<file path="config.mk">
export PLATFORM = sky130hd
export DESIGN_NAME = pi_digit_sequencer_flat
export DESIGN_NICKNAME = d
export VERILOG_FILES = /design/src/rtl/pi_digit_sequencer_if.sv /design/src/rtl/pi_digit_sequencer.sv /design/src/flat_wrapper.sv
export SDC_FILE = /design/constraint.sdc
export NUM_CORES = 1
export LEC_CHECK = 0
export CAP_MARGIN = 10
export CELL_PAD_IN_SITES_DETAIL_PLACEMENT = 1
export CELL_PAD_IN_SITES_GLOBAL_PLACEMENT = 2
export CORE_ASPECT_RATIO = 0.6
export CORE_UTILIZATION = 30
export CTS_CLUSTER_DIAMETER = 30
export DETAILED_ROUTE_END_ITERATION = 16
export PLACE_DENSITY_LB_ADDON = 0.3
export SLEW_MARGIN = 20
export SYNTH_ARGS = -nofsm -noshare
export SYNTH_HDL_FRONTEND = slang
export SYNTH_SLANG_ARGS = --single-unit
export TNS_END_PERCENT = 1
</file>
<file path="constraint.sdc">
create_clock -name clk -period 2.9 [get_ports clk]
set_input_delay 0.87 -clock clk [delete_from_list [all_inputs] [get_ports clk]]
set_output_delay 0.87 -clock clk [all_outputs]
set_load 0.05 [all_outputs]
</file>
<file path="src/rtl/pi_digit_sequencer_if.sv">
// Signal bundle between the pi digit sequencer, its triplet ROM and the
// 7-segment display path. The sequencer sits on the slave side.
interface pi_digit_sequencer_if #(
    parameter int DWELL_W = 8
);
    logic               run;
    logic               step;
    logic [DWELL_W-1:0] dwell;
    logic [8:0]         rom_addr;
    logic [11:0]        dpd_digits;
    logic [3:0]         digit_out;
    logic               digit_valid;
    logic               blank;
    logic               wrapped;

    modport master (
        output run, step, dwell, dpd_digits,
        input  rom_addr, digit_out, digit_valid, blank, wrapped
    );

    modport slave (
        input  run, step, dwell, dpd_digits,
        output rom_addr, digit_out, digit_valid, blank, wrapped
    );
endinterface

</file>
<file path="src/rtl/pi_digit_sequencer.sv">
// Walks a BCD-triplet ROM of pi and presents one digit at a time to a
// 7-segment decoder, inserting the decimal point after the leading 3.
//
// state | meaning
// IDLE  | after reset, waiting for run or step
// FETCH | latch the ROM triplet for rom_addr, restart at its first digit
// SHOW  | display triplet[sel] for dwell+1 cycles
// DOT   | display the decimal point for dwell+1 cycles
// GAP   | one blank cycle, next-digit advance applied on exit
// PAUSE | blank, advance already applied, waiting for run or step
module pi_digit_sequencer #(
    parameter int LAST_ADDR = 466,
    parameter int DWELL_W   = 8
) (
    input  logic                clk,
    input  logic                reset,
    pi_digit_sequencer_if.slave bus
);
    typedef enum logic [2:0] {IDLE, FETCH, SHOW, DOT, GAP, PAUSE} state_t;

    localparam logic [8:0] LAST = 9'(LAST_ADDR);

    state_t             state_q, state_d;
    state_t             resume_q, resume_d;
    state_t             adv_state;
    logic [8:0]         addr_q, addr_d, adv_addr;
    logic [1:0]         sel_q, sel_d, adv_sel;
    logic               dot_q, dot_d, adv_dot, adv_wrap;
    logic [11:0]        trip_q, trip_d;
    logic [DWELL_W-1:0] cnt_q, cnt_d;
    logic [3:0]         digit_q, digit_d;
    logic               valid_q, valid_d;
    logic               wrap_q, wrap_d;
    logic               go;

    assign go = bus.run | bus.step;

    function automatic logic [3:0] pick(input logic [11:0] t, input logic [1:0] s);
        case (s)
            2'd0:    pick = t[11:8];
            2'd1:    pick = t[7:4];
            default: pick = t[3:0];
        endcase
    endfunction

    // Work out which digit follows the current one (used when leaving GAP).
    always_comb begin
        adv_state = FETCH;
        adv_addr  = addr_q;
        adv_sel   = sel_q;
        adv_dot   = dot_q;
        adv_wrap  = 1'b0;
        if (addr_q == 9'd0 && sel_q == 2'd0 && !dot_q) begin
            adv_state = DOT;
        end else if (sel_q < 2'd2) begin
            adv_state = SHOW;
            adv_sel   = sel_q + 2'd1;
        end else if (addr_q == LAST) begin
            adv_addr = 9'd0;
            adv_wrap = 1'b1;
            adv_dot  = 1'b0;
        end else begin
            adv_addr = addr_q + 9'd1;
        end
    end

    // Next-state and next-output logic; display registers load on SHOW/DOT entry.
    always_comb begin
        state_d  = state_q;
        resume_d = resume_q;
        addr_d   = addr_q;
        sel_d    = sel_q;
        dot_d    = dot_q;
        trip_d   = trip_q;
        cnt_d    = cnt_q;
        digit_d  = digit_q;
        wrap_d   = 1'b0;
        case (state_q)
            IDLE: begin
                if (go) state_d = FETCH;
            end
            FETCH: begin
                trip_d  = bus.dpd_digits;
                sel_d   = 2'd0;
                state_d = SHOW;
            end
            SHOW, DOT: begin
                if (cnt_q == '0) begin
                    state_d = GAP;
                    if (state_q == DOT) dot_d = 1'b1;
                end else begin
                    cnt_d = cnt_q - 1'b1;
                end
            end
            GAP: begin
                addr_d = adv_addr;
                sel_d  = adv_sel;
                dot_d  = adv_dot;
                wrap_d = adv_wrap;
                if (bus.run) begin
                    state_d = adv_state;
                end else begin
                    state_d  = PAUSE;
                    resume_d = adv_state;
                end
            end
            PAUSE: begin
                if (go) state_d = resume_q;
            end
            default: state_d = IDLE;
        endcase
        if ((state_d == SHOW || state_d == DOT) && state_d != state_q) begin
            cnt_d   = bus.dwell;
            digit_d = (state_d == SHOW) ? pick(trip_d, sel_d) : 4'hA;
        end
        valid_d = (state_d == SHOW) || (state_d == DOT);
    end

    // State and datapath registers with synchronous reset.
    always_ff @(posedge clk) begin
        if (reset) begin
            state_q  <= IDLE;
            resume_q <= FETCH;
            addr_q   <= 9'd0;
            sel_q    <= 2'd0;
            dot_q    <= 1'b0;
            trip_q   <= 12'd0;
            cnt_q    <= '0;
            digit_q  <= 4'd0;
            valid_q  <= 1'b0;
            wrap_q   <= 1'b0;
        end else begin
            state_q  <= state_d;
            resume_q <= resume_d;
            addr_q   <= addr_d;
            sel_q    <= sel_d;
            dot_q    <= dot_d;
            trip_q   <= trip_d;
            cnt_q    <= cnt_d;
            digit_q  <= digit_d;
            valid_q  <= valid_d;
            wrap_q   <= wrap_d;
        end
    end

    assign bus.rom_addr    = addr_q;
    assign bus.digit_out   = digit_q;
    assign bus.digit_valid = valid_q;
    assign bus.blank       = ~valid_q;
    assign bus.wrapped     = wrap_q;
endmodule
</file>
<file path="src/flat_wrapper.sv">
// flat-port wrapper written by rule: the top's interface ports become plain ports
module pi_digit_sequencer_flat 
#(
    parameter int LAST_ADDR = 466,
    parameter int DWELL_W   = 8
)
  (clk, reset, bus_run, bus_step, bus_dwell, bus_dpd_digits, bus_rom_addr, bus_digit_out, bus_digit_valid, bus_blank, bus_wrapped);
  pi_digit_sequencer_if #(.DWELL_W(DWELL_W)) bus_i ();
  input  logic clk;
  input  logic reset;
  input wire logic [$bits(bus_i.run)-1:0] bus_run;
  input wire logic [$bits(bus_i.step)-1:0] bus_step;
  input wire logic [$bits(bus_i.dwell)-1:0] bus_dwell;
  input wire logic [$bits(bus_i.dpd_digits)-1:0] bus_dpd_digits;
  output wire logic [$bits(bus_i.rom_addr)-1:0] bus_rom_addr;
  output wire logic [$bits(bus_i.digit_out)-1:0] bus_digit_out;
  output wire logic [$bits(bus_i.digit_valid)-1:0] bus_digit_valid;
  output wire logic [$bits(bus_i.blank)-1:0] bus_blank;
  output wire logic [$bits(bus_i.wrapped)-1:0] bus_wrapped;
  assign bus_i.run = bus_run;
  assign bus_i.step = bus_step;
  assign bus_i.dwell = bus_dwell;
  assign bus_i.dpd_digits = bus_dpd_digits;
  assign bus_rom_addr = bus_i.rom_addr;
  assign bus_digit_out = bus_i.digit_out;
  assign bus_digit_valid = bus_i.digit_valid;
  assign bus_blank = bus_i.blank;
  assign bus_wrapped = bus_i.wrapped;
  pi_digit_sequencer #(.LAST_ADDR(LAST_ADDR), .DWELL_W(DWELL_W)) u_core (.clk(clk), .reset(reset), .bus(bus_i));
endmodule
</file>
==> run summary <==
IO Pins - 40
ranking of synthesized cells by area - dfxtp_1 40%, nor2_1 5.9%, a21oi_1 5.6%
worst vdd ir - 347 uV
CP max FO - 14
Seq cells post-synth - 43
# rows - 23
critical path arrival - 2710 ps
Max-slew headroom - 0.582
Synth Flop Type - dfxtp_1
chip height - 67.6 um
synth warn - 0
CP required - 3070 ps
r2r setup slk - 520 ps
die area - 7510 sq um
Yosys top cell by area - dfxtp_1
Synth cell types - 50
Syn Inst Count - 259
Critical Path Start - bus_run
max_cap viols - 0
mux cell area share after synthesis - 0.0262
clk root buf - clkbuf_16
simple-gate share of the synthesized area - 0.279
R2R depth - 7
WHS - 455 ps
Clock Pin Slew Worst Setup and Hold Paths - 60 ps
worst min path class - reg2reg
Non-Filler Cell Area, Final - 2850 sq um
adder-cell share of the synthesized area - 0.0349
drt drc - 4
Worst-Margin Slew - 627 ps
final hold vios - 0
Crit Path Category - in2reg
Leak - 1.07 nW
area post-placement - 2670 sq um
CP endpoint - u_core.cnt_q[3]
final worst-path cycle share - 0.877
Post-DRT Antenna Nets - 0
Yosys top cell area share - 0.401
synthesized cell area - 2150 sq um
Synth Area in Compound Gates - 0.180
status - complete, but fails checks
number of global-route vias before repair - 1941
initial core utilization - 0.316
Starting DRT DRC Count - 51
largest net degree at the start of global routing - 17
clk sinks - 43
Crit. End Element - register
DR WL/cell - 15.0 um
share of cells above drive strength 1 - 0.106
CTS Hold Bufs - 0
CTS tree - yes
fin nets - 331
core area - 6790 sq um
FF-to-FF End - u_core.bus.digit_out[3]
first-pass GRT wire length - 9.72 mm
startpoint types - input port
H-tree depth - 2
HPWL reported at the end of detailed placement - 4.34 mm
failing checks - design-rule violations
GRT Resource Usage Total - 0.167
DR vias - 1945
clk_lat worst skew - 280 ps
initial antenna violation count - 0
final RePlAce weighted congestion - 0.730
ant diodes - 0
P per Cell Area - 856 nW/um^2
die width - 111 um
final worst setup slack - 357 ps
final setup TNS - 0 ps
Post-CTS Resized - 0
global route overflow - 0
routed vias/inst - 5.00
Post-Synth XOR/XNOR Area - 0.0367
post-synthesis net count - 289
final core occ - 0.419
Max Fclk - 393 MHz
Synth Area per Inst - 8.29 sq um
main combinational cell family by area after synthesis - simple AND/OR/NAND/NOR gates
Final Skew - 4.79 ps
Seq/Total Area, Yosys - 0.401
clk buf depth - 2
Post-synth EDFFs - 0
reg-to-reg startpoint - u_core.bus.rom_addr[0]
area delta synth->final - 32.6%
1st-pass router iterations - 10
wirelength, routed - 5.83 mm
Final setup viols - 0
RSZ-0062 raised after global routing - no
min Tclk post-route - 2540 ps
pre-CTS setup slack - 75.8 ps
Final Max Slew Viols - 0
buffers added on ports - 39
CTS Buf Count - 5
Async SR Flop Fraction - 0
post-CTS setup buffers - 0
-- area by class of cell --
| cell class | count | area (sq um) |
|---|---|---|
| Clock inverter | 2 | 35.0 |
| Inverter | 10 | 37.5 |
| Timing Repair Buffer | 48 | 470 |
| Tap cell | 87 | 109 |
| Clock buffer | 6 | 139 |
| Fill cell | 798 | 3940 |
| Sequential cell | 43 | 861 |
| Multi-Input combinational cell | 193 | 1200 |
-- cells in the mapped netlist (2+ instances only) --
master / count
and2_1: 3
a21oi_1: 24
a311oi_1: 2
dfxtp_1: 43
ha_1: 6
a221oi_2: 2
xor2_1: 6
nor2_1: 34
nand4_1: 4
nor2b_1: 11
nand2_1: 32
clkbuf_1: 9
or3_1: 3
nor3_2: 2
inv_1: 10
nor3b_1: 3
xnor2_1: 3
or2_2: 2
a221oi_1: 2
nand2b_1: 3
a211oi_1: 3
mux2i_1: 3
buf_2: 4
nor3_1: 7
nand3_1: 5
a31oi_1: 3
a221o_1: 2
a211o_1: 2
o21ai_0: 4
a2111o_1: 2
-- worst min-delay path by stage --
stage | start | endpoint | slack (ps) | cells after the start
3_3_place_gp | u_core.trip_q[10] | u_core.trip_q[10] | 440 | 2
4_1_cts | u_core.trip_q[10] | u_core.trip_q[10] | 460 | 2
5_1_grt | u_core.trip_q[10] | u_core.trip_q[10] | 480 | 2
3_5_place_dp | u_core.resume_q[0] | u_core.resume_q[0] | 450 | 1
6_report | u_core.trip_q[10] | u_core.trip_q[10] | 450 | 2
2_1_floorplan | u_core.resume_q[0] | u_core.resume_q[0] | 430 | 1
-- critical path, stage by stage --
cell	delay (ps)
clkdlybuf4s50_1	560
nor2b_1	220
nor2b_1	200
a21oi_2	100
buf_12	160
and2_1	200
a221oi_1	320
nor2_1	70
-- placed cells by master, fill, tap and decap left out, drive strengths merged, types with 2 or more instances in the layout --
cell type	n
a211oi	3
a311oi	3
or3b	2
mux2i	3
o21ai	4
a221o	2
xor2	6
mux2	2
and2	3
a31oi	3
a221oi	4
a211o	2
nand4	4
nor3	9
nand2	32
a21oi	25
nand3	5
nand2b	3
clkdlybuf4s50	39
or2	2
inv	10
clkbuf	6
ha	6
xnor2	3
nor2	34
nor2b	11
and4	2
or3	3
a2111o	2
dfxtp	43
nor3b	3
buf	9
and3	2
-- registers in the layout, indices dropped and copies added, names as in the netlist --
register                flops
u_core.trip_q              12
u_core.bus.rom_addr         9
u_core.cnt_q                8
u_core.bus.digit_out        4
u_core.state_q              3
u_core.resume_q             2
u_core.sel_q                2
u_core.bus.digit_valid      1
u_core.bus.wrapped          1
u_core.dot_q                1
-- cells by family (layout without fill, tap and decap cells) --
kind of cell / count (synthesis) / count (layout)
AOI/OAI and AO/OA: 55 / 55
xor gates and xnor gates: 9 / 9
adders and majority gates: 6 / 6
buffers and inverters: 23 / 66
DFF: 43 / 43
muxes: 5 / 5
and+or+nand+nor: 118 / 118
-- per-stage QoR --
step | instances | power (W)
after floorplan | 259 | 0.00146
after global placement | 381 | 0.00177
after detailed placement | 381 | 0.00179
after CTS | 389 | 0.00247
after global routing | 389 | 0.00260
final | 389 | 0.00244
-- layer usage --
layer | track usage | up-vias | part of all wire
met3 | 0.0413 | 8 | 0.033
li1 | - | 992 | -
met1 | 0.246 | 916 | 0.56
met2 | 0.239 | 29 | 0.39
met5 | 0 | - | 0
met4 | 0.0456 | 0 | 0.011
-- where the power goes --
group,internal [W],switching (W),total [W]
Clock,0.000428,0.000231,0.000659
Sequential,0.000709,0.000125,0.000835
Combinational,0.000403,0.000541,0.000944
Total,0.00154,0.000897,0.00244
Note: power is estimated with default switching activity, not from simulation.
